### src/rtl/calc_xtor_engine_if.sv
// Calculator transactor bus: host command/response channels plus the DUT pin group.
// slave is the engine's view; master is the host/DUT-side view.
interface calc_xtor_engine_if #(
  parameter int DATA_W = 32,
  parameter int TAG_W  = 4
);
  logic              cmd_valid;
  logic              cmd_ready;
  logic [DATA_W-1:0] cmd_a;
  logic [DATA_W-1:0] cmd_b;
  logic [2:0]        cmd_op;
  logic              cmd_rst;
  logic [TAG_W-1:0]  cmd_tag;

  logic [DATA_W-1:0] dut_a;
  logic [DATA_W-1:0] dut_b;
  logic [2:0]        dut_opcode;
  logic              dut_reset_high;
  logic [DATA_W:0]   dut_result;

  logic              rsp_valid;
  logic              rsp_ready;
  logic [DATA_W:0]   rsp_result;
  logic [2:0]        rsp_op;
  logic [TAG_W-1:0]  rsp_tag;

  modport slave (
    input  cmd_valid, cmd_a, cmd_b, cmd_op, cmd_rst, cmd_tag, dut_result, rsp_ready,
    output cmd_ready, dut_a, dut_b, dut_opcode, dut_reset_high,
           rsp_valid, rsp_result, rsp_op, rsp_tag
  );

  modport master (
    output cmd_valid, cmd_a, cmd_b, cmd_op, cmd_rst, cmd_tag, dut_result, rsp_ready,
    input  cmd_ready, dut_a, dut_b, dut_opcode, dut_reset_high,
           rsp_valid, rsp_result, rsp_op, rsp_tag
  );
endinterface

### src/rtl/calc_xtor_engine.sv
// Calculator transactor engine: queues commands, drives the DUT one at a time, returns tagged results.
// Latency: accept N, pop N+1, capture N+1+DUT_LATENCY, rsp_valid the cycle after.
// Backpressure: cmd_ready drops when the command FIFO is full; a full response FIFO stalls the pop.

// Generic synchronous FIFO with first-word-fall-through output; push is refused when full.
module calc_xtor_fifo #(
  parameter int W     = 8,
  parameter int DEPTH = 4
) (
  input  logic         clk,
  input  logic         rst,
  input  logic         push,
  input  logic [W-1:0] din,
  input  logic         pop,
  output logic [W-1:0] dout,
  output logic         full,
  output logic         empty
);
  localparam int AW = $clog2(DEPTH);

  logic [W-1:0]  mem [DEPTH];
  logic [AW-1:0] wr_ptr, rd_ptr;
  logic [AW:0]   count;
  logic          do_push, do_pop;

  assign full    = (count == (AW+1)'(DEPTH));
  assign empty   = (count == '0);
  assign do_push = push && !full;
  assign do_pop  = pop && !empty;
  assign dout    = mem[rd_ptr];

  always_ff @(posedge clk) begin
    if (do_push) mem[wr_ptr] <= din;
  end

  always_ff @(posedge clk) begin
    if (rst) begin
      wr_ptr <= '0;
      rd_ptr <= '0;
      count  <= '0;
    end else begin
      if (do_push) wr_ptr <= wr_ptr + 1'b1;
      if (do_pop)  rd_ptr <= rd_ptr + 1'b1;
      case ({do_push, do_pop})
        2'b10:   count <= count + 1'b1;
        2'b01:   count <= count - 1'b1;
        default: count <= count;
      endcase
    end
  end
endmodule

module calc_xtor_engine #(
  parameter int DATA_W      = 32,
  parameter int CMD_DEPTH   = 4,
  parameter int RSP_DEPTH   = 4,
  parameter int TAG_W       = 4,
  parameter int DUT_LATENCY = 2
) (
  input  logic                clk,
  input  logic                reset_high,
  calc_xtor_engine_if.slave   bus,
  output logic                busy,
  output logic [15:0]         txn_count
);
  localparam int LCW = $clog2(DUT_LATENCY) + 1;

  typedef struct packed {
    logic [DATA_W-1:0] a;
    logic [DATA_W-1:0] b;
    logic [2:0]        op;
    logic              rst;
    logic [TAG_W-1:0]  tag;
  } cmd_t;

  typedef struct packed {
    logic [DATA_W:0]  result;
    logic [2:0]       op;
    logic [TAG_W-1:0] tag;
  } rsp_t;

  typedef enum logic {IDLE, EXEC} state_t;

  state_t           state, state_nxt;
  cmd_t             cmd_in, cmd_head;
  rsp_t             rsp_in, rsp_head;
  logic             cmd_full, cmd_empty, cmd_pop;
  logic             rsp_full, rsp_empty, rsp_push;
  logic [LCW-1:0]   lat_cnt;
  logic [2:0]       cur_op;
  logic [TAG_W-1:0] cur_tag;

  assign cmd_in = '{a: bus.cmd_a, b: bus.cmd_b, op: bus.cmd_op, rst: bus.cmd_rst, tag: bus.cmd_tag};

  calc_xtor_fifo #(.W($bits(cmd_t)), .DEPTH(CMD_DEPTH)) u_cmd_fifo (
    .clk   (clk),
    .rst   (reset_high),
    .push  (bus.cmd_valid),
    .din   (cmd_in),
    .pop   (cmd_pop),
    .dout  (cmd_head),
    .full  (cmd_full),
    .empty (cmd_empty)
  );

  assign rsp_in = '{result: bus.dut_result, op: cur_op, tag: cur_tag};

  // Capture cannot overflow: a free slot was guaranteed at pop and only the FSM pushes.
  calc_xtor_fifo #(.W($bits(rsp_t)), .DEPTH(RSP_DEPTH)) u_rsp_fifo (
    .clk   (clk),
    .rst   (reset_high),
    .push  (rsp_push),
    .din   (rsp_in),
    .pop   (bus.rsp_ready),
    .dout  (rsp_head),
    .full  (rsp_full),
    .empty (rsp_empty)
  );

  assign bus.cmd_ready  = !cmd_full;
  assign bus.rsp_valid  = !rsp_empty;
  assign bus.rsp_result = rsp_head.result;
  assign bus.rsp_op     = rsp_head.op;
  assign bus.rsp_tag    = rsp_head.tag;
  assign busy           = (state != IDLE) || !cmd_empty;

  always_ff @(posedge clk) begin
    if (reset_high) state <= IDLE;
    else            state <= state_nxt;
  end

  always_comb begin
    state_nxt = state;
    cmd_pop   = 1'b0;
    rsp_push  = 1'b0;
    case (state)
      IDLE: if (!cmd_empty && !rsp_full) begin
        cmd_pop   = 1'b1;
        state_nxt = EXEC;
      end
      EXEC: if (lat_cnt == LCW'(DUT_LATENCY - 1)) begin
        rsp_push  = 1'b1;
        state_nxt = IDLE;
      end
      default: state_nxt = IDLE;
    endcase
  end

  always_ff @(posedge clk) begin
    if (reset_high) begin
      bus.dut_a          <= '0;
      bus.dut_b          <= '0;
      bus.dut_opcode     <= '0;
      bus.dut_reset_high <= 1'b1;
      lat_cnt            <= '0;
      cur_op             <= '0;
      cur_tag            <= '0;
      txn_count          <= '0;
    end else begin
      if (cmd_pop) begin
        bus.dut_a          <= cmd_head.a;
        bus.dut_b          <= cmd_head.b;
        bus.dut_opcode     <= cmd_head.op;
        bus.dut_reset_high <= cmd_head.rst;
        cur_op             <= cmd_head.op;
        cur_tag            <= cmd_head.tag;
        lat_cnt            <= '0;
      end else if (state == EXEC) begin
        lat_cnt <= lat_cnt + 1'b1;
      end
      if (rsp_push) begin
        txn_count          <= txn_count + 16'd1;
        bus.dut_reset_high <= 1'b0;
      end
    end
  end
endmodule
### src/flat_wrapper.sv
// flat-port wrapper written by rule: the top's interface ports become plain ports
module calc_xtor_engine_flat 
#(
  parameter int DATA_W      = 32,
  parameter int CMD_DEPTH   = 4,
  parameter int RSP_DEPTH   = 4,
  parameter int TAG_W       = 4,
  parameter int DUT_LATENCY = 2
)
  (clk, reset_high, busy, txn_count, bus_cmd_valid, bus_cmd_a, bus_cmd_b, bus_cmd_op, bus_cmd_rst, bus_cmd_tag, bus_dut_result, bus_rsp_ready, bus_cmd_ready, bus_dut_a, bus_dut_b, bus_dut_opcode, bus_dut_reset_high, bus_rsp_valid, bus_rsp_result, bus_rsp_op, bus_rsp_tag);
  calc_xtor_engine_if #(.DATA_W(DATA_W), .TAG_W(TAG_W)) bus_i ();
  input  logic clk;
  input  logic reset_high;
  output logic busy;
  output logic [15:0] txn_count;
  input wire logic [$bits(bus_i.cmd_valid)-1:0] bus_cmd_valid;
  input wire logic [$bits(bus_i.cmd_a)-1:0] bus_cmd_a;
  input wire logic [$bits(bus_i.cmd_b)-1:0] bus_cmd_b;
  input wire logic [$bits(bus_i.cmd_op)-1:0] bus_cmd_op;
  input wire logic [$bits(bus_i.cmd_rst)-1:0] bus_cmd_rst;
  input wire logic [$bits(bus_i.cmd_tag)-1:0] bus_cmd_tag;
  input wire logic [$bits(bus_i.dut_result)-1:0] bus_dut_result;
  input wire logic [$bits(bus_i.rsp_ready)-1:0] bus_rsp_ready;
  output wire logic [$bits(bus_i.cmd_ready)-1:0] bus_cmd_ready;
  output wire logic [$bits(bus_i.dut_a)-1:0] bus_dut_a;
  output wire logic [$bits(bus_i.dut_b)-1:0] bus_dut_b;
  output wire logic [$bits(bus_i.dut_opcode)-1:0] bus_dut_opcode;
  output wire logic [$bits(bus_i.dut_reset_high)-1:0] bus_dut_reset_high;
  output wire logic [$bits(bus_i.rsp_valid)-1:0] bus_rsp_valid;
  output wire logic [$bits(bus_i.rsp_result)-1:0] bus_rsp_result;
  output wire logic [$bits(bus_i.rsp_op)-1:0] bus_rsp_op;
  output wire logic [$bits(bus_i.rsp_tag)-1:0] bus_rsp_tag;
  assign bus_i.cmd_valid = bus_cmd_valid;
  assign bus_i.cmd_a = bus_cmd_a;
  assign bus_i.cmd_b = bus_cmd_b;
  assign bus_i.cmd_op = bus_cmd_op;
  assign bus_i.cmd_rst = bus_cmd_rst;
  assign bus_i.cmd_tag = bus_cmd_tag;
  assign bus_i.dut_result = bus_dut_result;
  assign bus_i.rsp_ready = bus_rsp_ready;
  assign bus_cmd_ready = bus_i.cmd_ready;
  assign bus_dut_a = bus_i.dut_a;
  assign bus_dut_b = bus_i.dut_b;
  assign bus_dut_opcode = bus_i.dut_opcode;
  assign bus_dut_reset_high = bus_i.dut_reset_high;
  assign bus_rsp_valid = bus_i.rsp_valid;
  assign bus_rsp_result = bus_i.rsp_result;
  assign bus_rsp_op = bus_i.rsp_op;
  assign bus_rsp_tag = bus_i.rsp_tag;
  calc_xtor_engine #(.DATA_W(DATA_W), .CMD_DEPTH(CMD_DEPTH), .RSP_DEPTH(RSP_DEPTH), .TAG_W(TAG_W), .DUT_LATENCY(DUT_LATENCY)) u_core (.clk(clk), .reset_high(reset_high), .bus(bus_i), .busy(busy), .txn_count(txn_count));
endmodule
### config.mk
export PLATFORM = sky130hd
export DESIGN_NAME = calc_xtor_engine_flat
export DESIGN_NICKNAME = d
export VERILOG_FILES = /design/src/rtl/calc_xtor_engine_if.sv /design/src/rtl/calc_xtor_engine.sv /design/src/flat_wrapper.sv
export SDC_FILE = /design/constraint.sdc
export NUM_CORES = 1
export LEC_CHECK = 0
export ABC_CLOCK_PERIOD_IN_PS = 3000
export CAP_MARGIN = 20
export CELL_PAD_IN_SITES_DETAIL_PLACEMENT = 1
export CELL_PAD_IN_SITES_GLOBAL_PLACEMENT = 2
export CORE_MARGIN = 2
export CORE_UTILIZATION = 38
export DETAILED_ROUTE_END_ITERATION = 16
export GPL_TIMING_DRIVEN = 1
export PLACE_DENSITY_LB_ADDON = 0.05
export SYNTH_ARGS = -nofsm -noshare
export SYNTH_HDL_FRONTEND = slang
export SYNTH_SLANG_ARGS = --single-unit
export TNS_END_PERCENT = 5
### constraint.sdc
create_clock -name clk -period 3 [get_ports clk]
set_clock_uncertainty 0.2 [all_clocks]
set_input_delay 0.6 -clock clk [delete_from_list [all_inputs] [get_ports clk]]
set_output_delay 0.6 -clock clk [all_outputs]
set_load 0.01 [all_outputs]
Yosys cells after proc, flatten, opt, wreduce, memory -nomap -nowiden
Memory sizes are Yosys's and may differ from the RTL's. A register that Yosys moved wholly into a read port is not among the register bits.
Cells that the tools add are included.
{"block": "op_classes", "addsub": 10, "n_eq_ne": 7, "mux": 18, "bitwise_logic": 1, "n_reduce_logical": 16}
{"cell": "adder 16 x 1 -> 16 bit (second input constant)", "n": 1}
{"cell": "case mux 3 bit (2 select lines)", "n": 2}
{"cell": "2-to-1 mux 1 bit", "n": 11}
{"cell": "adder 2 x 1 -> 2 bit (second input constant)", "n": 5}
{"cell": "2-to-1 mux 2 bit", "n": 4}
{"cell": "adder 3 x 1 -> 3 bit (second input constant)", "n": 2}
{"cell": "equality test 2 x 1 -> 1 bit (second input constant)", "n": 3}
{"cell": "equality test 3 bit (second input constant)", "n": 2}
{"cell": "logical NOT 3 bit", "n": 2}
{"cell": "nonzero test 2 bit", "n": 3}
{"cell": "subtractor 3 x 1 -> 3 bit (second input constant)", "n": 2}
{"cell": "logical AND 1 bit", "n": 5}
{"cell": "equality test 2 bit (second input constant)", "n": 2}
{"cell": "logical NOT 1 bit", "n": 4}
{"cell": "case mux 1 bit (2 select lines)", "n": 1}
{"cell": "OR reduction 2 bit", "n": 1}
{"cell": "logical OR 1 bit", "n": 1}
{"cell": "inverter 1 bit", "n": 1}
{"block": "totals", "reg_bits": 105, "ramBits": 448, "in_bits": 109, "out_inout_bits": 127, "memories": 2}
{"memory": "u_core.u_cmd_fifo.mem", "words": 4, "word_bits": 72, "read_ports": 1, "rd_clocked_by_memory_dff": 1, "write_ports": 1, "line": "calc_xtor_engine.sv:21", "source": "logic [W-1:0] mem [DEPTH];"}
{"memory": "u_core.u_rsp_fifo.mem", "words": 4, "word_bits": 40, "read_ports": 1, "rd_clocked_by_memory_dff": 1, "write_ports": 1, "line": "calc_xtor_engine.sv:21"}

Depth between registers and ports, before layout
Gate-level depths: netlist of the first run.
{"block": "depth", "depth_word": 8, "depth_mapped": 11, "depth_no_buf": 11}

Cells and area by module
A second synthesis of the first run with hierarchy kept.
{"block": "hier_totals", "hier_cells": 1105, "hier_area_um2": 20571.0}
{"module": "calc_xtor_fifo (u_core.u_cmd_fifo)", "instances": 1, "cells_each": 430, "area_each_um2": 10943.0, "seq_area_each_um2": 8828.5}
{"module": "calc_xtor_fifo (u_core.u_rsp_fifo)", "instances": 1, "cells_each": 263, "area_each_um2": 6304.8, "seq_area_each_um2": 4984.8}
{"module": "calc_xtor_engine", "instances": 1, "cells_each": 412, "area_each_um2": 3323.2, "seq_area_each_um2": 1821.7}

Worst setup path after synthesis of the first run
No wires, ideal clock.
{"block": "synth_timing", "path_type": "reg2reg", "from": "reg u_core.u_cmd_fifo.count[0]", "to": "mem u_core.u_cmd_fifo.mem[0][0] (netlist name), enable pin", "arrival_ps": 2341, "t_required_ps": 2361, "path_slack_ps": 21, "path_stages_with_launch": 3, "n_path_buf": 0, "path_cell_list": "dfxtp_1 or3b_1 and3_1"}
{"block": "synth_via", "elab_chain_len": 5}
{"item": "start: declaration", "line": "calc_xtor_engine.sv:23", "source": "logic [AW:0] count;"}
{"item": "start signal: assignment", "line": "calc_xtor_engine.sv:45", "source": "2'b10: count <= count + 1'b1;"}
{"item": "start signal: assignment", "line": "calc_xtor_engine.sv:46", "source": "2'b01: count <= count - 1'b1;"}
{"item": "start signal: assignment", "line": "calc_xtor_engine.sv:47", "source": "default: count <= count;"}
{"item": "equality test 3 bit", "line": "calc_xtor_engine.sv:26", "source": "assign full = (count == (AW+1)'(DEPTH));"}
{"item": "logical NOT 1 bit"}
{"item": "net bus_cmd_ready", "line": "flat_wrapper.sv:24", "source": "output wire logic [$bits(bus_i.cmd_ready)-1:0] bus_cmd_ready;"}
{"item": "logical AND 1 bit", "line": "calc_xtor_engine.sv:28", "source": "assign do_push = push && !full;"}
{"item": "2-to-1 mux 1 bit", "line": "calc_xtor_engine.sv:33", "source": "if (do_push) mem[wr_ptr] <= din;"}
{"item": "2-to-1 mux 1 bit (not written as such)", "line": "calc_xtor_engine.sv:33"}
{"item": "end: declaration", "line": "calc_xtor_engine.sv:21"}
The timed path passes the listed nets, and every way through them passes these cells.

==> impl_metrics.py, run 1 <==
metrics = {
    "final_layout": {
        "fill_cells": 4919,
        "regArea_um2": 15600,
        "postLayoutCellArea_um2": 25500,
        "layout.nets": 1495,
        "finalNonFillerCells": 2108,
        "antenna_cells": 0,
        "fraction_of_layout_instances_using_a_drive_strength_above_1": 0.170,
        "multi_input_comb_area_um2": 4390,
        "syn_to_final_growth_pct": 25.6,
    },
    "logic_synthesis": {
        "yosysWarningCount": 0,
        "post_synth.cell_area_avg_um2": 18.5,
        "synthesis.nets": 1219,
        "netlist_instances": 1096,
        "synth.lib_cells_used.distinct": 36,
        "synth_top_area_share": 0.663,
        "portion_of_the_post_synthesis_area_used_by_sequential_elements": 0.770,
        "synthDominantAreaCellType": "edfxtp_1",
        "netlist_area_um2": 20300,
        "synth_seq_cells": 557,
        "synthTopCellsByArea": "edfxtp_1 66%, mux4_2 12%, dfxtp_1 11%",
    },
    "clock_network": {
        "cts-hold-fix-buffers": 0,
        "cts-root-buf": "clkbuf_16",
        "clock_insertion_delay_worst_skew_ns": 0.61,
        "cts-buffers-inserted": 57,
        "cts.htree.levels": 2,
        "tritoncts_num_sinks": 557,
        "clk_path_buf_depth": 3,
        "clkTransAtPathRegs_ns": 0.06,
        "cts_tree": "yes",
    },
    "routing": {
        "routedWlPerCell_um": 21.8,
        "remaining_drc_errors": 0,
        "vias_per_cell": 5.00,
        "total_number_of_vias": 10500,
        "drt.antenna.violating_nets": 0,
        "totalWireLength_um": 45900,
        "detailedRoute.firstIterationViolations": 495,
        "drt-pass1-iter-count": 4,
    },
    "sta": {
        "timing.final.crit_period_ns": 2.93,
        "rsz0062_at_grt": "no",
        "hold-worst-slack_ns": 0.255,
        "slew_headroom": 0.558,
        "hold_violations": 0,
        "timing.final.setup_violations": 0,
        "period_share": 0.977,
        "fmax_mhz": 341,
        "timing_worst_slew_pin_value_ns": 0.663,
        "final-max-slew-violation-count": 0,
        "fin_setup_tns_ns": 0,
    },
    "die": {
        "initial_core_util": 0.385,
        "die_width_um": 235,
        "die_h_um": 235,
        "design.die.area_um2": 55300,
        "io_pins": 236,
        "core.rowCount": 84,
        "core_area_um2": 52700,
    },
    "placement": {
        "buffer_ports.inserted": 235,
        "placedInstanceArea_um2": 23800,
        "place_congestion": 0.684,
        "dp.final_hpwl_um": 27200,
        "placedCellCount": 1998,
    },
    "setup_path": {
        "timing.rr.end": "u_core.u_cmd_fifo.count[2]$_SDFFE_PP0P_",
        "r2r.worst_path.cells": 9,
        "worstSetupEndpoint": "bus_rsp_result[6]",
        "endpoint_kind": "primary output",
        "critical_path_launch_point_type": "flop",
        "critPathMaxFanout": 6,
        "path_class": "flop to primary output",
        "reg2reg_setup_slack_ns": 0.26,
        "regToRegStartpoint": "u_core.u_cmd_fifo.count[2]$_SDFFE_PP0P_",
        "worst_ep_arrival_time_ns": 2.13,
        "worst_ep_required_time_ns": 2.20,
    },
    "grt": {
        "vias_in_the_first_global_route": 11600,
        "grtUsageMet1": 0.203,
        "busiest_layer": "met2",
        "grt_use_met2": 0.300,
        "grt_util_met3": 0.0354,
        "wire_length_of_the_first_global_routing_pass_um": 70400,
        "grt.total_usage": 0.168,
        "global_route.overflow_total": 0,
        "antenna_found_initial": 6,
        "largest_net_degree_at_the_start_of_global_routing": 76,
    },
    "hold_path": {
        "worstHoldPathType": "flop to flop",
    },
    "power": {
        "vdd_ir_drop_max_uv": 744,
        "powerDensity_nw_per_um2": 835,
        "static-leakage-power_nw": 8.18,
        "finalPower_mw": 21.3,
    },
    "run": {
        "max_cap_viol_count": 0,
    },
    "outcome": {
        "run_status": "finished clean",
    },
}
[placed cells by master, fill, tap and decap left out, types with 2 or more instances in the layout]
cell             count
o21ai_0              6
clkbuf_16           59
nor3_1               5
inv_1               17
nor2_1              26
clkinv_2            12
and3_4               4
clkbuf_1            23
a21oi_1             85
xor2_1               7
and2_2               4
edfxtp_1           448
nand2_1            154
nand3_2              2
or3_4                2
nand2b_1             2
fa_1                 2
buf_4               19
ha_1                12
buf_12              16
clkdlybuf4s15_1      4
o31ai_1              3
or3_1                6
clkbuf_8             4
nor4_1               3
clkinv_1             9
nand4_1              2
mux4_2             112
dlygate4sd2_1       34
dfxtp_1            105
or4_1                3
xnor2_1             13
clkdlybuf4s50_1    196
nand3_1              4
dfxtp_4              3
[repair_timing]
action,in CTS,in global routing
resized for setup,40,4
setup buffers,3,0
endpoints found under the setup margin,40,4
[metrics by stage]
stage / utilization / worst slack, ns
final: 0.484 / 0.0688
after global routing: 0.484 / 0.00145
after CTS: 0.484 / 0.00981
after detailed placement: 0.451 / 0.0523
after global placement: 0.451 / 0.118
after floorplan: - / 0.0207
[worst max-delay path, cell delays in order (launching register included)]
cell and delay, ns:
dfxtp_4 0.36, buf_12 0.14, mux4_2 0.51, clkdlybuf4s50_1 0.50
[metal layers]
layer  vias to the layer above  routed length (µm)
li1                       4797                   -
met1                      5451               18900
met2                       191               23800
met3                        85                2070
met4                        12                1020
met5                         -                  77
[synthesized netlist by cell type]
library cell and count:
buf_1 2, and2_1 5, a2111oi_0 1, nand4_2 1
or3_1 7, buf_2 22, dfxtp_1 109, mux4_2 112
clkbuf_1 30, xnor2_1 13, inv_2 1, or3b_1 1
or2_1 1, fa_1 2, o31a_1 1, nor3_1 5
nor4_1 3, nand2_1 154, o21ai_0 6, nor3b_1 1
and3_1 5, nor2_1 26, o31ai_1 3, xor2_1 7
inv_1 17, nand2b_1 2, and4_1 1, a211o_1 1
nand3_2 2, or3_4 1, nand4_1 2, or4_1 3
a21oi_1 85, edfxtp_1 448, ha_1 12, nand3_1 4
[area by class of cell]
| type | instances | area share |
|---|---|---|
| flip-flops and latches | 557 | 0.614 |
| clock inverters | 21 | 0.00383 |
| repair buffers | 271 | 0.110 |
| clock buffers | 86 | 0.0635 |
| well taps | 688 | 0.0338 |
| inverters | 18 | 0.00270 |
| multi-input cells | 467 | 0.172 |
[kinds of logic after synthesis]
family,synth area share
AO/OA/AOI/OAI,0.0248
XOR/XNOR,0.00863
adder cells (fa/ha/maj),0.00937
buffers and inverters,0.0147
flip-flops,0.770
multiplexers,0.124
AND/OR/NAND/NOR,0.0477
[how the worst min path moves through the flow]
| stage | cells past startpoint | endpoint | startpoint |
|---|---|---|---|
| floorplan | 2 | u_core.lat_cnt[1]$_SDFFE_PP0P_ | u_core.lat_cnt[1]$_SDFFE_PP0P_ |
| global placement | 2 | u_core.bus.dut_b[7]$_SDFFE_PP0N_ | u_core.bus.dut_b[7]$_SDFFE_PP0N_ |
| detailed placement | 2 | u_core.bus.dut_b[26]$_SDFFE_PP0N_ | u_core.bus.dut_b[26]$_SDFFE_PP0N_ |
| CTS | 2 | u_core.bus.dut_b[26]$_SDFFE_PP0N_ | u_core.bus.dut_b[26]$_SDFFE_PP0N_ |
| global route | 2 | u_core.bus.dut_b[26]$_SDFFE_PP0N_ | u_core.bus.dut_b[26]$_SDFFE_PP0N_ |
| finish | 2 | u_core.bus.dut_b[16]$_SDFFE_PP0N_ | u_core.bus.dut_b[16]$_SDFFE_PP0N_ |
[power breakdown]
part	internal, mW	switching (mW)	leakage, nW
clock	3.70	2.86	0.845
sequential	9.31	0.507	4.98
combinational	2.38	2.53	2.36
total	15.4	5.90	8.18
[state kept, by name, summed over array words and instances, names as in the netlist, 2 cells and up, named ones only]
name / count
u_core.bus.dut_a: 32
u_core.bus.dut_b: 32
u_core.bus.dut_opcode: 3
u_core.cur_tag: 4
u_core.lat_cnt: 2
u_core.txn_count: 16
u_core.u_cmd_fifo.count: 3
u_core.u_cmd_fifo.mem: 288
u_core.u_cmd_fifo.rd_ptr: 2
u_core.u_cmd_fifo.wr_ptr: 2
u_core.u_rsp_fifo.count: 3
u_core.u_rsp_fifo.mem: 160
u_core.u_rsp_fifo.rd_ptr: 2
u_core.u_rsp_fifo.wr_ptr: 2
Power figures use the tool's default switching activity.
==> inputs of run 2 (changes only) <==
--- a/config.mk
+++ b/config.mk
@@ -6,7 +6,6 @@
 export NUM_CORES = 1
 export LEC_CHECK = 0
 export ABC_CLOCK_PERIOD_IN_PS = 3000
-export CAP_MARGIN = 20
 export CELL_PAD_IN_SITES_DETAIL_PLACEMENT = 1
 export CELL_PAD_IN_SITES_GLOBAL_PLACEMENT = 2
 export CORE_MARGIN = 2
==> results of run 2 <==
No change in the layout: final DEF, timing and power equal those of run 1.
==> inputs of run 3 (changes only) <==
--- a/config.mk
+++ b/config.mk
@@ -15,5 +15,6 @@
 export PLACE_DENSITY_LB_ADDON = 0.05
 export SYNTH_ARGS = -nofsm -noshare
 export SYNTH_HDL_FRONTEND = slang
+export SYNTH_HIERARCHICAL = 1
 export SYNTH_SLANG_ARGS = --single-unit
 export TNS_END_PERCENT = 5
==> run 3 against run 2 <==
Effect of this change: synthesized area rose by 1.4%; via count up 1.2%; worst hold slack lost 0.0027 ns; non-clock buffer count is 2 higher; worst setup slack better by 0.0056 ns; utilization down 0.23 points; flip-flop and latch count unchanged; clock-buffer cell count decreased by 8; sequential power is 0.9% lower; cell count is 1.0% higher; sequential share of layout area fell by 0.91 points; register-to-register slack gained 0.04 ns.
==> impl_metrics.py, run 3 <==
metrics = {
    "final_layout": {
        "reg_top3": "u_core/u_cmd_fifo/mem x288, u_core/u_rsp_fifo/mem x160",
        "multi_input_comb_area_um2": 4450,
        "fill_cells": 5008,
        "syn_to_final_growth_pct": 25.8,
        "layout.cells.most_common": "edfxtp_1",
        "most_used_cells_in_the_layout_excluding_fill_and_tap_cells": "448 x edfxtp_1, 194 x clkdlybuf4s50_1, 153 x nand2_1",
        "postLayoutCellArea_um2": 25900,
        "largest_reg_flops": 288,
        "layout.nets": 1507,
        "top_register": "u_core/u_cmd_fifo/mem",
        "fraction_of_layout_instances_using_a_drive_strength_above_1": 0.181,
        "antenna_cells": 0,
        "regArea_um2": 15600,
    },
    "placement": {
        "buffer_ports.inserted": 235,
        "place_congestion": 0.690,
        "placedInstanceArea_um2": 23900,
        "dp.final_hpwl_um": 27800,
    },
    "setup_path": {
        "critical_path.slowest_cell": "mux4_2",
        "path_cells": "buf_12 -> buf_16 -> mux4_2 -> dlygate4sd2_1",
        "critPathMaxFanout": 10,
        "worst_ep_required_time_ns": 2.20,
        "endpoint_kind": "primary output",
        "timing.critical_path.slowest_cell_delay_ns": 0.49,
        "path_class": "flop to primary output",
        "critPathTopFamily": "buffers and inverters",
        "critical_path_launch_point_type": "flop",
        "buf_inv_stages_crit_path": 3,
        "worst_ep_arrival_time_ns": 2.13,
    },
    "sta": {
        "period_share": 0.975,
        "hold_violations": 0,
        "final-max-slew-violation-count": 0,
        "hold-worst-slack_ns": 0.253,
        "rsz0062_at_grt": "no",
        "slew_headroom": 0.311,
        "fmax_mhz": 342,
        "timing.final.crit_period_ns": 2.93,
        "timing_worst_slew_pin_value_ns": 1.03,
        "timing.final.setup_violations": 0,
    },
    "die": {
        "core.rowCount": 85,
        "initial_core_util": 0.383,
        "die_h_um": 237,
        "core_area_um2": 53700,
        "io_pins": 236,
        "die_width_um": 237,
        "design.die.area_um2": 56000,
    },
    "clock_network": {
        "cts-hold-fix-buffers": 0,
        "cts.htree.levels": 2,
        "cts-root-buf": "clkbuf_16",
        "tritoncts_num_sinks": 557,
        "cts-buffers-inserted": 59,
        "cts_tree": "yes",
        "clock_insertion_delay_worst_skew_ns": 0.61,
        "clk_path_buf_depth": 3,
        "clkTransAtPathRegs_ns": 0.06,
    },
    "run": {
        "max_cap_viol_count": 0,
    },
    "grt": {
        "vias_in_the_first_global_route": 11500,
        "largest_net_degree_at_the_start_of_global_routing": 74,
        "busiest_layer": "met2",
        "wire_length_of_the_first_global_routing_pass_um": 71900,
        "global_route.overflow_total": 0,
        "antenna_found_initial": 6,
        "grtUsageMet1": 0.222,
        "grt_use_met2": 0.288,
        "grt.total_usage": 0.171,
        "grt_util_met3": 0.0384,
    },
    "logic_synthesis": {
        "edff_count_synth": 448,
        "post-synth-top-count-cell": "edfxtp_1",
        "synthTopCellsByArea": "edfxtp_1 65%, mux4_2 12%, dfxtp_1 11%",
        "netlist_instances": 1105,
        "synth_top_flop_cell": "edfxtp_1",
        "synthesis.nets": 1228,
        "portion_of_the_post_synthesis_area_used_by_sequential_elements": 0.760,
        "synth_seq_cells": 557,
        "post_synth.cell_area_avg_um2": 18.6,
        "synth-async-reset-ratio": 0,
        "synth_top_area_share": 0.654,
        "synth_commonest_cells": "448 x edfxtp_1, 153 x nand2_1, 110 x mux4_2",
        "synthDominantAreaCellType": "edfxtp_1",
        "netlist_area_um2": 20600,
        "yosysWarningCount": 6,
        "synth.lib_cells_used.distinct": 41,
    },
    "routing": {
        "totalWireLength_um": 47100,
        "vias_per_cell": 5.01,
        "total_number_of_vias": 10700,
        "drt-pass1-iter-count": 4,
        "remaining_drc_errors": 0,
        "drt.antenna.violating_nets": 0,
        "detailedRoute.firstIterationViolations": 523,
        "routedWlPerCell_um": 22.1,
    },
    "power": {
        "vdd_ir_drop_max_uv": 640,
        "static-leakage-power_nw": 8.34,
        "powerDensity_nw_per_um2": 828,
    },
    "outcome": {
        "run_status": "finished clean",
    },
    "hold_path": {
        "worstHoldPathType": "flop to flop",
    },
}
run 3: layout make-up:
cell class | count | share of cell area
sequential | 557 | 0.605
multi-input combinational | 471 | 0.172
timing repair buffer | 273 | 0.115
clock buffer | 78 | 0.0626
tap | 696 | 0.0337
clock inverter | 33 | 0.00832
inverter | 22 | 0.00324
run 3: worst paths after layout:
| check | from | end | slack [ns] | depth (start not counted) |
|---|---|---|---|---|
| max | flop | bus_rsp_result[1] | 0.07 | 4 |
| min | u_core/bus.dut_a[16]$_SDFFE_PP0P_ | u_core/bus.dut_a[16]$_SDFFE_PP0P_ | 0.25 | 2 |
| max reg2reg | u_core/u_cmd_fifo/count[0]$_SDFFE_PP0P_ | u_core/u_cmd_fifo/count[2]$_SDFFE_PP0P_ | 0.30 | 11 |
| min reg2reg | u_core/bus.dut_a[16]$_SDFFE_PP0P_ | u_core/bus.dut_a[16]$_SDFFE_PP0P_ | 0.25 | 2 |
run 3: worst register-to-register path, cell delays in order, from the launching register on:
cell,delay (ns)
dfxtp_1,0.42
nor3_1,0.12
or3_4,0.39
clkinv_2,0.13
o31ai_1,0.12
inv_1,0.07
ha_1,0.17
inv_1,0.06
fa_1,0.37
xor2_1,0.16
or3_1,0.30
a21oi_1,0.13
run 3: metrics by stage:
stage	total power, mW	cells	TNS [ns]	setup WS [ns]	util
after floorplan	12.6	1105	-54.14	-0.251	-
after global placement	14.7	2014	0	0.245	0.446
after detailed placement	14.8	2014	0	0.229	0.446
after CTS	21.8	2130	0	0.000206	0.482
after global routing	22.5	2130	0	0.00348	0.482
final	21.4	2130	0	0.0744	0.482
run 3: what timing repair did:
action	4_1_cts	5_1_grt
gates resized for setup	59	9
gates cloned	3	0
endpoints found under the setup margin	40	9
buffers inserted	2	0
hold endpoints to repair	0	0
run 3: power breakdown:
| part | switching (mW) | total (mW) | internal, mW |
|---|---|---|---|
| clock network | 2.97 | 6.92 | 3.95 |
| logic | 2.51 | 4.77 | 2.26 |
| registers | 0.491 | 9.73 | 9.24 |
run 3: layer usage:
metal  up-vias  wire length (µm)  share of wire
li1       4837                 -              -
met1      5530             20400           0.43
met2       216             23300           0.50
met3        73              2260          0.048
met4        10              1060          0.023
met5         -                59         0.0013
run 3: cell families after synthesis:
group / Yosys count / synth area share
xor gates and xnor gates: 17 / 0.00724
muxes: 114 / 0.124
and+or+nand+nor: 225 / 0.0490
adders and majority gates: 14 / 0.00925
AOI/OAI and AO/OA: 101 / 0.0259
buffers and inverters: 77 / 0.0246
DFF: 557 / 0.760
